--- src/rtl/dmem_arb_pkg.sv ---
// dmem_arb_pkg: shared definitions for the data-memory arbiter.
//   - access size encodings (SZ_BYTE/SZ_HALF/SZ_WORD; 3 is reserved and
//     behaves as a word)
//   - controller state enum
//   - requester port indices
//   - misalignment helper
// Sub-word support is selected by DMEM_ARB_SUBWORD_EN in the users of this
// package; the helper itself is size-generic.
package dmem_arb_pkg;

   localparam logic [1:0] SZ_BYTE = 2'd0;
   localparam logic [1:0] SZ_HALF = 2'd1;
   localparam logic [1:0] SZ_WORD = 2'd2;

   localparam int unsigned PORT_CPU = 0;
   localparam int unsigned PORT_DMA = 1;

   typedef enum logic [1:0] {
      IDLE   = 2'd0,
      ACCESS = 2'd1,
      WRITE  = 2'd2,
      RESP   = 2'd3
   } state_t;

   // Bytes are always aligned; halves need addr[0]=0; words (and the
   // reserved size) need addr[1:0]=0.
   function automatic logic is_misaligned(input logic [1:0] size,
                                          input logic [1:0] addr_lo);
      case (size)
         SZ_BYTE: return 1'b0;
         SZ_HALF: return addr_lo[0];
         default: return (addr_lo != 2'b00);
      endcase
   endfunction

endpackage

--- src/rtl/dmem_arbiter_if.sv ---
// dmem_arbiter_if: request/response bundle between the two requesters and
// the data-memory arbiter. Vectors are per port, port 1 in the upper half.
//   req_valid/req_ready  per-port handshake (ready is one-hot or zero)
//   req_we               1 = store
//   req_addr             byte address, 2 x ADDR_W
//   req_wdata            right-aligned store data, 2 x DATA_W
//   req_size             2 x 2: 0 byte, 1 half, 2 word, 3 word
//   req_unsigned         1 = zero-extend loads
//   resp_valid           one-cycle strobe to the owning port
//   resp_rdata           shared load result (0 for stores / errors)
//   resp_err             misalignment flag, qualified by resp_valid
// Modports: master = requester side, slave = arbiter side.
interface dmem_arbiter_if #(
   parameter int unsigned ADDR_W = 32,
   parameter int unsigned DATA_W = 32
);
   logic [1:0]          req_valid;
   logic [1:0]          req_ready;
   logic [1:0]          req_we;
   logic [2*ADDR_W-1:0] req_addr;
   logic [2*DATA_W-1:0] req_wdata;
   logic [3:0]          req_size;
   logic [1:0]          req_unsigned;
   logic [1:0]          resp_valid;
   logic [DATA_W-1:0]   resp_rdata;
   logic                resp_err;

   modport master (
      output req_valid, req_we, req_addr, req_wdata, req_size, req_unsigned,
      input  req_ready, resp_valid, resp_rdata, resp_err
   );

   modport slave (
      input  req_valid, req_we, req_addr, req_wdata, req_size, req_unsigned,
      output req_ready, resp_valid, resp_rdata, resp_err
   );
endinterface

--- src/rtl/dmem_lane_align.sv ---
// dmem_lane_align: combinational lane steering for the data-memory arbiter.
//   addr_lo     byte offset within the word
//   size        SZ_BYTE / SZ_HALF / other = word
//   is_unsigned 1 = zero-extend, 0 = sign-extend loads
//   rdata       word read from memory
//   wdata_lo    low 16 bits of the store data
//   load_data   extracted and extended load value
//   merge_data  rdata with the addressed lane(s) replaced by store data
// Only used when DMEM_ARB_SUBWORD_EN is defined.
module dmem_lane_align
   import dmem_arb_pkg::*;
#(
   parameter int unsigned DATA_W = 32
) (
   input  logic [1:0]        addr_lo,
   input  logic [1:0]        size,
   input  logic              is_unsigned,
   input  logic [DATA_W-1:0] rdata,
   input  logic [15:0]       wdata_lo,
   output logic [DATA_W-1:0] load_data,
   output logic [DATA_W-1:0] merge_data
);

   logic [7:0]  byte_v;
   logic [15:0] half_v;

   always_comb begin
      case (addr_lo)
         2'd0:    byte_v = rdata[7:0];
         2'd1:    byte_v = rdata[15:8];
         2'd2:    byte_v = rdata[23:16];
         default: byte_v = rdata[31:24];
      endcase
      // Halves are already known aligned here, so only addr[1] matters.
      half_v = addr_lo[1] ? rdata[31:16] : rdata[15:0];
   end

   always_comb begin
      load_data  = rdata;
      merge_data = rdata;
      case (size)
         SZ_BYTE: begin
            load_data = is_unsigned ? {{(DATA_W-8){1'b0}}, byte_v}
                                    : {{(DATA_W-8){byte_v[7]}}, byte_v};
            merge_data[8*addr_lo +: 8] = wdata_lo[7:0];
         end
         SZ_HALF: begin
            load_data = is_unsigned ? {{(DATA_W-16){1'b0}}, half_v}
                                    : {{(DATA_W-16){half_v[15]}}, half_v};
            if (addr_lo[1]) merge_data[31:16] = wdata_lo;
            else            merge_data[15:0]  = wdata_lo;
         end
         default: begin
            load_data  = rdata;
            merge_data = rdata;
         end
      endcase
   end

endmodule

--- src/rtl/dmem_arbiter.sv ---
// dmem_arbiter: round-robin arbiter and access sequencer in front of the
// word-wide data memory. Port 0 = CPU, port 1 = DMA/debug.
//   clk, rst    clock, synchronous active-high reset
//   bus         dmem_arbiter_if.slave request/response bundle
//   mem_addr    word-aligned memory address
//   mem_wdata   word to write
//   mem_read    memory read strobe
//   mem_write   memory write strobe
//   mem_rdata   combinational read data from memory
// Build option DMEM_ARB_SUBWORD_EN: when defined, byte/half loads and
// read-modify-write byte/half stores are supported; when undefined every
// access is a 32-bit word and size/unsigned are ignored.
module dmem_arbiter
   import dmem_arb_pkg::*;
#(
   parameter int unsigned ADDR_W = 32,
   parameter int unsigned DATA_W = 32
) (
   input  logic              clk,
   input  logic              rst,
   dmem_arbiter_if.slave     bus,
   output logic [ADDR_W-1:0] mem_addr,
   output logic [DATA_W-1:0] mem_wdata,
   output logic              mem_read,
   output logic              mem_write,
   input  logic [DATA_W-1:0] mem_rdata
);

   state_t state, state_nxt;

   logic              last_grant;
   logic              grant;
   logic              any_valid;
   logic              handshake;

   logic [ADDR_W-1:0] sel_addr;
   logic [DATA_W-1:0] sel_wdata;
   logic              sel_we;
   logic [1:0]        sel_size;
   logic              sel_mis;

   logic              owner;
   logic [ADDR_W-1:0] r_addr;
   logic [DATA_W-1:0] r_wdata;
   logic              r_we;
   logic              is_sub;
   logic [DATA_W-1:0] load_data;

`ifdef DMEM_ARB_SUBWORD_EN
   logic [1:0]        r_size;
   logic              r_uns;
   logic              sel_uns;
   logic [DATA_W-1:0] merge_data;
   logic [DATA_W-1:0] merged;
`else
   logic              unused_cfg;
`endif

   // With both valid, alternate away from last_grant; otherwise the single
   // valid port wins (value is irrelevant when nothing is valid).
   always_comb begin
      any_valid = |bus.req_valid;
      if (&bus.req_valid) grant = ~last_grant;
      else                grant = bus.req_valid[PORT_DMA];
   end

   always_comb begin
      sel_addr  = grant ? bus.req_addr[2*ADDR_W-1:ADDR_W]  : bus.req_addr[ADDR_W-1:0];
      sel_wdata = grant ? bus.req_wdata[2*DATA_W-1:DATA_W] : bus.req_wdata[DATA_W-1:0];
      sel_we    = bus.req_we[grant];
`ifdef DMEM_ARB_SUBWORD_EN
      sel_size  = grant ? bus.req_size[3:2] : bus.req_size[1:0];
      sel_uns   = bus.req_unsigned[grant];
`else
      sel_size  = SZ_WORD;
`endif
      sel_mis   = is_misaligned(sel_size, sel_addr[1:0]);
   end

   assign handshake = |(bus.req_valid & bus.req_ready);

`ifdef DMEM_ARB_SUBWORD_EN
   assign is_sub = r_we && ((r_size == SZ_BYTE) || (r_size == SZ_HALF));

   dmem_lane_align #(
      .DATA_W (DATA_W)
   ) u_lane_align (
      .addr_lo     (r_addr[1:0]),
      .size        (r_size),
      .is_unsigned (r_uns),
      .rdata       (mem_rdata),
      .wdata_lo    (r_wdata[15:0]),
      .load_data   (load_data),
      .merge_data  (merge_data)
   );

   assign mem_wdata = (state == WRITE) ? merged : r_wdata;
`else
   assign is_sub     = 1'b0;
   assign load_data  = mem_rdata;
   assign mem_wdata  = r_wdata;
   assign unused_cfg = ^{bus.req_size, bus.req_unsigned, r_addr[1:0]};
`endif

   assign mem_addr = {r_addr[ADDR_W-1:2], 2'b00};

   always_ff @(posedge clk) begin
      if (rst) state <= IDLE;
      else     state <= state_nxt;
   end

   always_comb begin
      state_nxt      = state;
      bus.req_ready  = '0;
      bus.resp_valid = '0;
      mem_read       = 1'b0;
      mem_write      = 1'b0;
      unique case (state)
         IDLE: begin
            if (any_valid) begin
               bus.req_ready[grant] = 1'b1;
               state_nxt = sel_mis ? RESP : ACCESS;
            end
         end
         ACCESS: begin
            if (!r_we) begin
               mem_read  = 1'b1;
               state_nxt = RESP;
            end else if (is_sub) begin
               mem_read  = 1'b1;
               state_nxt = WRITE;
            end else begin
               mem_write = 1'b1;
               state_nxt = RESP;
            end
         end
`ifdef DMEM_ARB_SUBWORD_EN
         WRITE: begin
            mem_write = 1'b1;
            state_nxt = RESP;
         end
`endif
         RESP: begin
            bus.resp_valid[owner] = 1'b1;
            state_nxt = IDLE;
         end
         default: state_nxt = IDLE;
      endcase
      // Reset drops any in-flight access without a strobe or response.
      if (rst) begin
         bus.req_ready  = '0;
         bus.resp_valid = '0;
         mem_read       = 1'b0;
         mem_write      = 1'b0;
         state_nxt      = IDLE;
      end
   end

   always_ff @(posedge clk) begin
      if (rst) begin
         last_grant     <= 1'b1;
         owner          <= 1'b0;
         r_addr         <= '0;
         r_wdata        <= '0;
         r_we           <= 1'b0;
         bus.resp_rdata <= '0;
         bus.resp_err   <= 1'b0;
`ifdef DMEM_ARB_SUBWORD_EN
         r_size         <= SZ_WORD;
         r_uns          <= 1'b0;
         merged         <= '0;
`endif
      end else begin
         if (handshake) begin
            last_grant     <= grant;
            owner          <= grant;
            r_addr         <= sel_addr;
            r_wdata        <= sel_wdata;
            r_we           <= sel_we;
            bus.resp_rdata <= '0;
            bus.resp_err   <= sel_mis;
`ifdef DMEM_ARB_SUBWORD_EN
            r_size         <= sel_size;
            r_uns          <= sel_uns;
`endif
         end
         if ((state == ACCESS) && !r_we) bus.resp_rdata <= load_data;
`ifdef DMEM_ARB_SUBWORD_EN
         if ((state == ACCESS) && is_sub) merged <= merge_data;
`endif
      end
   end

endmodule

--- src/flat_wrapper.sv ---
// flat-port wrapper written by rule: the top's interface ports become plain ports
module dmem_arbiter_flat import dmem_arb_pkg::*;
#(
   parameter int unsigned ADDR_W = 32,
   parameter int unsigned DATA_W = 32
)
  (clk, rst, mem_addr, mem_wdata, mem_read, mem_write, mem_rdata, bus_req_valid, bus_req_we, bus_req_addr, bus_req_wdata, bus_req_size, bus_req_unsigned, bus_req_ready, bus_resp_valid, bus_resp_rdata, bus_resp_err);
  dmem_arbiter_if #(.ADDR_W(ADDR_W), .DATA_W(DATA_W)) bus_i ();
  input  logic clk;
  input  logic rst;
  output logic [ADDR_W-1:0] mem_addr;
  output logic [DATA_W-1:0] mem_wdata;
  output logic mem_read;
  output logic mem_write;
  input  logic [DATA_W-1:0] mem_rdata;
  input wire logic [$bits(bus_i.req_valid)-1:0] bus_req_valid;
  input wire logic [$bits(bus_i.req_we)-1:0] bus_req_we;
  input wire logic [$bits(bus_i.req_addr)-1:0] bus_req_addr;
  input wire logic [$bits(bus_i.req_wdata)-1:0] bus_req_wdata;
  input wire logic [$bits(bus_i.req_size)-1:0] bus_req_size;
  input wire logic [$bits(bus_i.req_unsigned)-1:0] bus_req_unsigned;
  output wire logic [$bits(bus_i.req_ready)-1:0] bus_req_ready;
  output wire logic [$bits(bus_i.resp_valid)-1:0] bus_resp_valid;
  output wire logic [$bits(bus_i.resp_rdata)-1:0] bus_resp_rdata;
  output wire logic [$bits(bus_i.resp_err)-1:0] bus_resp_err;
  assign bus_i.req_valid = bus_req_valid;
  assign bus_i.req_we = bus_req_we;
  assign bus_i.req_addr = bus_req_addr;
  assign bus_i.req_wdata = bus_req_wdata;
  assign bus_i.req_size = bus_req_size;
  assign bus_i.req_unsigned = bus_req_unsigned;
  assign bus_req_ready = bus_i.req_ready;
  assign bus_resp_valid = bus_i.resp_valid;
  assign bus_resp_rdata = bus_i.resp_rdata;
  assign bus_resp_err = bus_i.resp_err;
  dmem_arbiter #(.ADDR_W(ADDR_W), .DATA_W(DATA_W)) u_core (.clk(clk), .rst(rst), .bus(bus_i), .mem_addr(mem_addr), .mem_wdata(mem_wdata), .mem_read(mem_read), .mem_write(mem_write), .mem_rdata(mem_rdata));
endmodule
--- config.mk ---
export PLATFORM = sky130hd
export DESIGN_NAME = dmem_arbiter_flat
export DESIGN_NICKNAME = d
export VERILOG_FILES = /design/src/rtl/dmem_arb_pkg.sv /design/src/rtl/dmem_arbiter_if.sv /design/src/rtl/dmem_lane_align.sv /design/src/rtl/dmem_arbiter.sv /design/src/flat_wrapper.sv
export SDC_FILE = /design/constraint.sdc
export NUM_CORES = 1
export LEC_CHECK = 0
export ABC_AREA = 1
export CAP_MARGIN = 5
export CORE_AREA = 2 2 117 119
export DETAILED_ROUTE_END_ITERATION = 12
export DIE_AREA = 0 0 119 121
export GPL_TIMING_DRIVEN = 0
export HOLD_SLACK_MARGIN = 0.1
export PLACE_DENSITY_LB_ADDON = 0.08
export REMOVE_ABC_BUFFERS = 1
export SETUP_SLACK_MARGIN = 0.1
export SLEW_MARGIN = 0
export SYNTH_ARGS = -nofsm -noshare
export SYNTH_HDL_FRONTEND = slang
export SYNTH_SLANG_ARGS = --single-unit
--- constraint.sdc ---
create_clock -name clk -period 1.7 [get_ports clk]
set_input_delay 0.425 -clock clk [delete_from_list [all_inputs] [get_ports clk]]
set_output_delay 0.425 -clock clk [all_outputs]
set_load 0.02 [all_outputs]
; ---- Word level (Yosys, flattened, before mapping)
; Cells that the tools add are included.
[word_totals]
reg_bits = 102
latch_bits = 0
ramBits = 0
rom_bits = 0
input_bits = 172
out_inout_bits = 103
elab_cells = 52
memories = 0
[classes]
add_sub_neg = 0
multipliers = 0
n_div = 0
n_lt_le_gt_ge = 4
n_eq_ne = 3
shifts = 0
n_mux = 25
n_bitwise = 2
reduce_logical = 10
[op_table]
columns = operator, count
row1 = $mux W32, 4
row2 = $mux W2, 7
row3 = $mux W1, 11
row4 = $lt A1 B2 Y1 const B, 2
row5 = $pmux W2 S2, 1
row6 = $reduce_bool A2 Y1, 2
row7 = $reduce_or A2 Y1, 2
row8 = $logic_and A1 B1 Y1, 3
row9 = $and A2 B2 Y2, 1
row10 = $demux W1 S1, 2
row11 = $eq A2 B1 Y1 const B, 1
row12 = $eq A2 B2 Y1 const B, 1
row13 = $ge A1 B1 Y1 const B, 2
row14 = $logic_not A2 Y1, 1
row15 = $ne A2 B1 Y1 const B, 1
row16 = $reduce_and A2 Y1, 1
row17 = $logic_not A1 Y1, 1
row18 = $not A1 Y1, 1

; ---- Depth between registers and ports, before layout
[depth]
depth_word = 13
mapped_depth = 8

; ---- Least setup slack after synthesis
; OpenSTA, ideal clock, no wires.
[synth_path]
path_type = input to output
start = input rst
end = output bus_resp_valid[0]
arrival_time_ps = 1300
required_ps = 1275
setup_slack_ps = -25
cell_stages = 2
path_buffers = 1
cell_sequence = buf_4 nor4_1
[synth_between]
elab_chain_cells = 1
[synth_lines]
columns = item, line
row1 = from (decl), flat_wrapper.sv:10  ; input logic rst;
row2 = $mux W2, dmem_arbiter.sv:150  ; if (rst) begin
row3 = to (decl), flat_wrapper.sv:23  ; output wire logic [$bits(bus_i.resp_valid)-1:0] bus_resp_valid;
; Every way passes these cells.

; ---- Final worst setup path
[layout_path]
start = register u_core.state[1]
end = output bus_req_ready[0]
[layout_between]
elab_chain_cells = 3
[layout_lines]
columns = item, line
row1 = from (decl), dmem_arbiter.sv:29  ; state_t state, state_nxt;
row2 = from (signal assigned), dmem_arbiter.sv:109  ; else state <= state_nxt;
row3 = $logic_not A2 Y1, dmem_arbiter.sv:118  ; unique case (state)
row4 = $mux W2, dmem_arbiter.sv:118
row5 = $mux W2, dmem_arbiter.sv:150
row6 = to (decl), flat_wrapper.sv:22  ; output wire logic [$bits(bus_i.req_ready)-1:0] bus_req_ready;
; Every way passes these cells.

==> qor.txt <==
most frequent cells in the layout = nand2_1 (322), nor2_1 (189), clkdlybuf4s50_1 (162)
setup_tns = -0.0563 ns
Max VDD drop = 0.465 mV
total CTS buffers = 9
Post-Synth Simple-Gate Area = 40.9%
nets = 1288
failing checks = negative setup slack
drt total wl = 17900 um
xor/xnor share of the synthesized area = 0%
gr usage total = 23.1%
pin count of the biggest net entering global routing = 95
worst rel slew slack = 51.0%
status = finished, violations left
Initial Utilization = 38.4%
Fin Clk Skew = 0.00654 ns
synthesized instance count = 849
crit share post-route = 102%
final-report hold violation count = 0
Startpoint Class = flop
CP Capture Type = output pin
number of port buffers = 266
total global routing overflow = 0
LEAKAGE = 4.44 nW
vias per inst = 4.27
DR iter-0 viols = 305
count of final setup violators = 2
adder-cell share of the synthesized area = 0%
mean post-synth cell area = 5.91 um2
IO Pins = 275
largest family of logic cells by synthesized area = simple AND/OR/NAND/NOR gates
first-pass GRT wire length = 26000 um
Die X = 119 um
Clk Latency, worst-skew pair = 0.36 ns
post-synthesis sequential area ratio = 39.9%
via count = 5535
maximum clock insertion buffer count = 2
WP data arrival = 1.32 ns
hpwl dp = 10300 um
CTS Sinks = 100
H-tree levels = 3
post-synthesis compound-gate area fraction = 3.59%
filler cell count = 1270
Yosys cell types = 19
placement row count = 42
routability congestion estimate = 0.769
clk root buf = clkbuf_16
Routed Antenna Nets = 0
fmax = 574 MHz
Die ar. = 0.0144 mm2
post-synthesis mux area share = 0%
hold crit path type = input pin to flop
PwrDens = 804 mW/mm2
routed length per instance = 13.8 um
CTS clk-pin slew, worst paths = 0.07 ns
Post-CTS Hold Buffers = 0
min cycle time layout = 1.74 ns
critical path type = flop to output pin
CTS tree = built
TritonRoute pass-1 iters = 4
pre-CTS setup slack = -1.73 ns
maximum fanout along the worst path = 4
core area = 0.0131 mm2
commonest non-fill, non-tap cell in the layout = nand2_1
Worst EP required = 1.27 ns
Final WS setup = -0.0416 ns
Ant. Diodes = 0
Die Y = 121 um
layout cells sized above 1 = 7.76%
Seq cells post-synth = 100
RSZ-0062 raised after global routing = true
R2R setup slack = 0.04 ns
Max Cap Viol = 0
total power = 6.77 mW
post-route cell area = 0.00843 mm2
Remaining DRCs = 0
vias in the first global route = 4979
antenna violations before repair = 0
Worst-Margin Slew = 0.735 ns
Final Slew Violations = 0
Synth warnings = 0
Area Overhead vs Synth = 67.9%
Cell Area, Synth = 0.00502 mm2
placed standard-cell area = 0.00771 mm2
[path summary, 6_finish.rpt]
check	from	end	cells past startpoint
worst min register to register	u_core.bus.resp_rdata[5]	u_core.bus.resp_rdata[5]	2
worst max register to register	u_core.state[1]	u_core.r_addr[15]	10
worst min-delay path	rst	u_core.owner	2
worst max-delay path	u_core.state[1]	bus_req_ready[0]	5
[cell usage after synthesis]
cell type    n  area [um2]
nand2_2      1        6.26
clkbuf_1    12        45.0
nand3_1      5        25.0
buf_4        3        22.5
o21ai_0     33         165
inv_1      132         495
nor4_1       2        12.5
nand2_1    325        1220
buf_2       22         110
dfxtp_1    100        2000
inv_2        2        7.51
buf_6        9         101
nor2_1     194         728
nor2_2       2        12.5
nor2_4       1        11.3
conb_1       1        3.75
nand3_4      1        17.5
nor2_8       1        20.0
a21oi_1      3        15.0
[power by group]
| group | switching [mW] | internal [mW] |
|---|---|---|
| combinational | 1.07 | 0.903 |
| sequential | 0.0944 | 2.54 |
| clock | 0.967 | 1.20 |
[repair_timing]
action	in CTS	in global routing
cloned	6	8
resized for setup	161	23
setup buffers	13	5
endpoints found under the setup margin	199	92
pin swaps	7	4
[through the flow]
stage | cells | utilization (%) | hold slack [ns]
floorplan | 804 | - | 0.429
global route | 1297 | 64.4 | 0.483
CTS | 1284 | 62.2 | 0.453
finish | 1297 | 64.4 | 0.454
global placement | 1246 | 58.3 | 0.440
detailed placement | 1249 | 59.0 | 0.446
[worst max-delay path: stages, from the launching register on]
cell     delay (ns)
dfxtp_4        0.37
buf_6          0.13
nor2_8         0.15
nand3_4        0.10
nor2_4         0.09
buf_6          0.12
[sequential cells by signal, summed over array words and instances, names as in the netlist]
signal and count:
u_core.r_addr 30, u_core.bus.resp_rdata 32, u_core.mem_wdata 32, u_core.owner 1, u_core.state 2, u_core.last_grant 1
u_core.r_we 1, u_core.bus.resp_err 1
[cell families (layout without fill, tap and decap cells)]
group / count (synthesis) / count (layout)
DFF: 100 / 100
other: 1 / 2
buffers and inverters: 180 / 445
AOI/OAI and AO/OA: 36 / 36
and+or+nand+nor: 532 / 538
[final cells by class]
type | count | area (um2) | share of cell area [%]
inverters | 134 | 513 | 6.09
clock inverters | 6 | 72.6 | 0.861
repair buffers | 295 | 2940 | 34.9
multi-input cells | 576 | 2430 | 28.9
well taps | 176 | 220 | 2.61
clock buffers | 10 | 239 | 2.84
flip-flops and latches | 100 | 2010 | 23.9
[per-layer routing]
layer	track usage [%]	part of all wire, %	wire (um)
met5	0	0	0
met4	9.30	2.4	433
met3	6.30	6.6	1190
met1	27.5	43	7780
met2	39.6	48	8540
(Power assumes the default switching activity.)
